**config.mk**
```make
export PLATFORM = sky130hd
export DESIGN_NAME = uart_tx_fifo
export DESIGN_NICKNAME = d
export VERILOG_FILES = /design/src/rtl/uart_tx_fifo.sv
export SDC_FILE = /design/constraint.sdc
export NUM_CORES = 1
export LEC_CHECK = 0
export ABC_AREA = 1
export BUFFER_PORTS_ARGS = -buffer_cell sky130_fd_sc_hd__clkbuf_2
export CORE_UTILIZATION = 58
export CTS_CLUSTER_SIZE = 40
export DETAILED_ROUTE_END_ITERATION = 16
export GPL_TIMING_DRIVEN = 0
export HOLD_SLACK_MARGIN = 0.02
export PLACE_DENSITY = 0.76
export SYNTH_ARGS = -nofsm -noshare
export SYNTH_HDL_FRONTEND = slang
export SYNTH_SLANG_ARGS = --single-unit
```
**constraint.sdc**
```tcl
create_clock -name ser_clk -period 2.95 [get_ports ser_clk]
set_clock_uncertainty 0.1 [all_clocks]
set_input_delay 0.59 -clock ser_clk [delete_from_list [all_inputs] [get_ports ser_clk]]
set_output_delay 0.59 -clock ser_clk [all_outputs]
set_load 0.05 [all_outputs]
```
**src/rtl/uart_tx_fifo.sv**
```systemverilog
// Byte FIFO feeding the UART transmitter: valid/ready push side, tx_req/tx_cts pop side.
// Optional LF -> CR LF expansion when UART_TX_FIFO_CRLF_EN is defined.
module uart_tx_fifo #(
  parameter int unsigned depth = 16,
  localparam int unsigned level_bits = $clog2(depth) + 1
) (
  input  logic                  ser_clk,
  input  logic                  rst_n,
  input  logic [7:0]            in_data,
  input  logic                  in_valid,
  output logic                  in_ready,
  input  logic                  tx_cts,
  output logic [7:0]            tx_data,
  output logic                  tx_req,
  output logic [level_bits-1:0] level,
  output logic                  empty
);

  localparam int unsigned ptr_bits = $clog2(depth);
  localparam logic [level_bits-1:0] LevelFull = level_bits'(depth);

  logic [7:0]            r_mem [depth];
  logic [ptr_bits-1:0]   r_rd_ptr;
  logic [ptr_bits-1:0]   r_wr_ptr;
  logic [level_bits-1:0] r_level;

  logic       w_push;
  logic       w_pop;
  logic       w_wr_en;
  logic [7:0] w_wr_data;

  assign empty   = (r_level == '0);
  assign tx_req  = !empty;
  assign tx_data = empty ? 8'hFF : r_mem[r_rd_ptr];
  assign level   = r_level;
  assign w_push  = in_valid && in_ready;
  assign w_pop   = tx_req && tx_cts;

`ifdef UART_TX_FIFO_CRLF_EN
  logic r_lf_pending;
  logic w_lf_pending_d;
  logic w_lf_fits;

  // An LF needs room for both the CR and the LF it expands into.
  assign w_lf_fits = (in_data != 8'h0A) || (r_level <= LevelFull - level_bits'(2));
  assign in_ready  = (r_level != LevelFull) && !r_lf_pending && w_lf_fits;

  always_comb begin
    w_wr_en        = 1'b0;
    w_wr_data      = in_data;
    w_lf_pending_d = r_lf_pending;
    if (r_lf_pending) begin
      if (r_level != LevelFull) begin
        w_wr_en        = 1'b1;
        w_wr_data      = 8'h0A;
        w_lf_pending_d = 1'b0;
      end
    end else if (w_push) begin
      w_wr_en = 1'b1;
      if (in_data == 8'h0A) begin
        w_wr_data      = 8'h0D;
        w_lf_pending_d = 1'b1;
      end
    end
  end

  always_ff @(posedge ser_clk or negedge rst_n) begin
    if (!rst_n) begin
      r_lf_pending <= 1'b0;
    end else begin
      r_lf_pending <= w_lf_pending_d;
    end
  end
`else
  assign in_ready  = (r_level != LevelFull);
  assign w_wr_en   = w_push;
  assign w_wr_data = in_data;
`endif

  // Storage is not reset; contents are only visible through level-qualified reads.
  always_ff @(posedge ser_clk) begin
    if (w_wr_en) begin
      r_mem[r_wr_ptr] <= w_wr_data;
    end
  end

  always_ff @(posedge ser_clk or negedge rst_n) begin
    if (!rst_n) begin
      r_rd_ptr <= '0;
      r_wr_ptr <= '0;
      r_level  <= '0;
    end else begin
      if (w_wr_en) begin
        r_wr_ptr <= r_wr_ptr + ptr_bits'(1);
      end
      if (w_pop) begin
        r_rd_ptr <= r_rd_ptr + ptr_bits'(1);
      end
      unique case ({w_wr_en, w_pop})
        2'b10:   r_level <= r_level + level_bits'(1);
        2'b01:   r_level <= r_level - level_bits'(1);
        default: r_level <= r_level;
      endcase
    end
  end

endmodule

```
==> impl_metrics.json <==
{
  "syn_area_sq_mm": 0.00632,
  "hold_ws_ns": 0.307,
  "required_ns": 2.26,
  "num_rows": 37,
  "cp_top_family": "buffers and inverters",
  "synthDistinctLibCells": 20,
  "dpl.hpwl_um": 9470,
  "cp-end-kind": "primary output",
  "max_stage_delay_ns": 0.43,
  "start_util_pct": 60.4,
  "cap_violations": 0,
  "die_x_um": 106,
  "grt_use_total_pct": 27.5,
  "crit_chain": "inv_2 -> buf_6 -> buf_2 -> nand2_1 -> nand3_1 -> nand3_1 -> nand3_1 -> nand3_1 -> clkbuf_4",
  "vias": 4475,
  "synthAdderAreaFrac_pct": 1.58,
  "finalHoldViolations": 0,
  "dr.pass1.iters": 5,
  "clock_path_buffers": 2,
  "grt_max_degree": 17,
  "clock-root-buffer": "clkbuf_8",
  "diodes": 0,
  "drtAntennaViolNets": 0,
  "netlist.area_leader.share_pct": 60.8,
  "finalNetCount": 694,
  "placed_area_sq_mm": 0.00663,
  "avgSynthCellArea_sq_um": 10.1,
  "fin_util_pct": 70.0,
  "synth_top_family_by_area": "simple AND/OR/NAND/NOR gates",
  "r2r_cells": 17,
  "insertion_delay_ns": 0.52,
  "grt_pass1_vias": 4256,
  "synth_area_leader_cell": "edfxtp_1",
  "final_common_cell": "nand2_1",
  "power_density_mw_per_mm2": 1120,
  "combPwrFrac_pct": 40.4,
  "dr.first_iter.drc_count": 387,
  "core_sq_mm": 0.0105,
  "power.net_switching_w": 0.00334,
  "switching_share_pct": 40.7,
  "overflow": 0,
  "crit_path_frequent_cell": "nand3_1",
  "synth_area_leaders": "edfxtp_1, nand2_1, nand3_1",
  "p_seq_share_pct": 31.3,
  "most-common-layout-cells": "nand2_1, edfxtp_1, nand3_1",
  "avgViaCountPerCell": 5.44,
  "period_share_pct": 97.9,
  "synth_compound_area_share_pct": 0.633,
  "ios": 28,
  "synthSimpleGateAreaFrac_pct": 22.5,
  "whs_path_depth": 3,
  "hold_path_class": "in -> reg",
  "cts_sinks": 141,
  "fin_cells": 823,
  "drc": 0,
  "period_needed_ns": 2.89,
  "worst_ir_drop_vdd_mv": 0.801,
  "grt_pass1_wl_um": 22500,
  "critPathSlowestCell": "dfrtp_1",
  "fillers": 733,
  "crit_fanout": 10,
  "critPathLaunchType": "flop",
  "antenna_found_initial": 0,
  "place_congestion": 0.923,
  "finish.instance_area_sq_mm": 0.00733,
  "relSlewSlack_pct": 48.7,
  "p_leak_nw": 3.23,
  "fmax_mhz": 346,
  "die_h_um": 106,
  "ys_warn_count": 0,
  "die_area_sq_mm": 0.0113,
  "cts_inserted_buffers": 17,
  "cts_tree": "built",
  "ys_ff_latch": 141,
  "io_buffers": 27,
  "finalSetupViolCount": 0,
  "slew_violations": 0,
  "syn2layout_area_growth_pct": 15.8,
  "synthMuxAreaShare_pct": 0,
  "dpl.cell_count": 789,
  "rsz0062_at_grt": "no",
  "synth-xor-area-share_pct": 1.25,
  "wl_per_cell_um": 17.4,
  "internal-power_w": 0.00487,
  "synth_cells": 626,
  "wl_um": 14300,
  "path_clk_slew_ns": 0.06,
  "worst_pin_slew_ns": 0.767,
  "synth_nets": 646,
  "yosysSeqAreaShare_pct": 65.9,
  "fin_tns_setup_ns": 0,
  "path_buf_inv": 4,
  "worstPathArrival_ns": 2.20,
  "cp.depth": 9,
  "path_class": "reg -> out",
  "p_clk_share_pct": 28.3,
  "htreeDepth": 4,
  "status": "finished, final reports clean",
  "layout-drive-gt1-share_pct": 13.4
}
## Yosys cell counts
cell	count
buf_2	16
buf_4	3
buf_6	6
clkbuf_1	1
clkbuf_2	1
clkinv_1	1
dfrtp_1	13
edfxtp_1	128
ha_1	8
inv_1	86
inv_2	2
nand2_1	225
nand3_1	96
nand4_1	1
nand4_2	1
nor2_1	21
o21ai_0	7
o21ai_1	1
xnor2_1	2
xor2_1	7
## power by group through the flow
| stage | Combinational, W | Sequential, W | Clock [W] |
|---|---|---|---|
| after floorplan | 0.00221 | 0.00270 | 0 |
| after global placement | 0.00311 | 0.00260 | 0 |
| after detailed placement | 0.00317 | 0.00261 | 0 |
| after CTS | 0.00326 | 0.00257 | 0.00233 |
| after global routing | 0.00359 | 0.00260 | 0.00242 |
| final | 0.00332 | 0.00257 | 0.00233 |
## worst register-to-register path, delay by kind of cell (launching register included)
kind | cells | cell delay, ns
simple gates | 11 | 1.10
flops | 1 | 0.44
buf+inv | 4 | 0.42
fa+ha+maj | 2 | 0.36
## cells by family after synthesis
family	Yosys count
adders and majority gates	8
xor gates and xnor gates	9
AOI/OAI and AO/OA	8
buffers and inverters	116
DFF	141
and+or+nand+nor	344
## routing by layer
layer	global-route usage, %	up-vias	share of wire [%]
met4	10.6	0	2.8
met5	0	-	0
met2	46.0	203	50
li1	-	2123	-
met1	35.8	2112	40
met3	5.33	37	7.6
## path summary, 6_finish.rpt
path / from / endpoint / slack (ns)
worst max register to register: level[1] / level[4] / 0.44
max in group asynchronous: rst_n / r_wr_ptr[3] / 2.06
worst min register to register: r_wr_ptr[2] / r_wr_ptr[2] / 0.46
worst min-delay path: tx_cts / r_rd_ptr[0] / 0.31
worst max-delay path: r_rd_ptr[0] / tx_data[2] / 0.06
min in group asynchronous: rst_n / level[2] / 0.42
## flip-flops by register name, summed over array words and instances (netlist names)
name / cells
level: 5
r_mem: 128
r_rd_ptr: 4
r_wr_ptr: 4
## cell type report
type | count | area (sq um) | share of cell area [%]
Timing Repair Buffer | 29 | 168 | 2.29
Inverter | 89 | 338 | 4.61
Clock buffer | 17 | 414 | 5.65
Sequential cell | 141 | 4170 | 56.9
Clock inverter | 15 | 235 | 3.21
Multi-Input combinational cell | 369 | 1640 | 22.4
Buffer | 27 | 190 | 2.60
Tap cell | 136 | 170 | 2.32
## metrics by stage
step,worst slack (ns),total power [W]
3_5_place_dp,0.460,0.00578
5_1_grt,0.00578,0.00860
2_1_floorplan,0.203,0.00490
3_3_place_gp,0.530,0.00572
6_report,0.0630,0.00822
4_1_cts,0.00347,0.00817
## repair_timing
item	4_1_cts	5_1_grt
pin swaps	0	0
setup endpoints to repair	6	8
hold endpoints to repair	13	0
buffers inserted	0	1
gates resized for setup	6	10
hold buffers	1	0
Power figures use the tool's default switching activity.
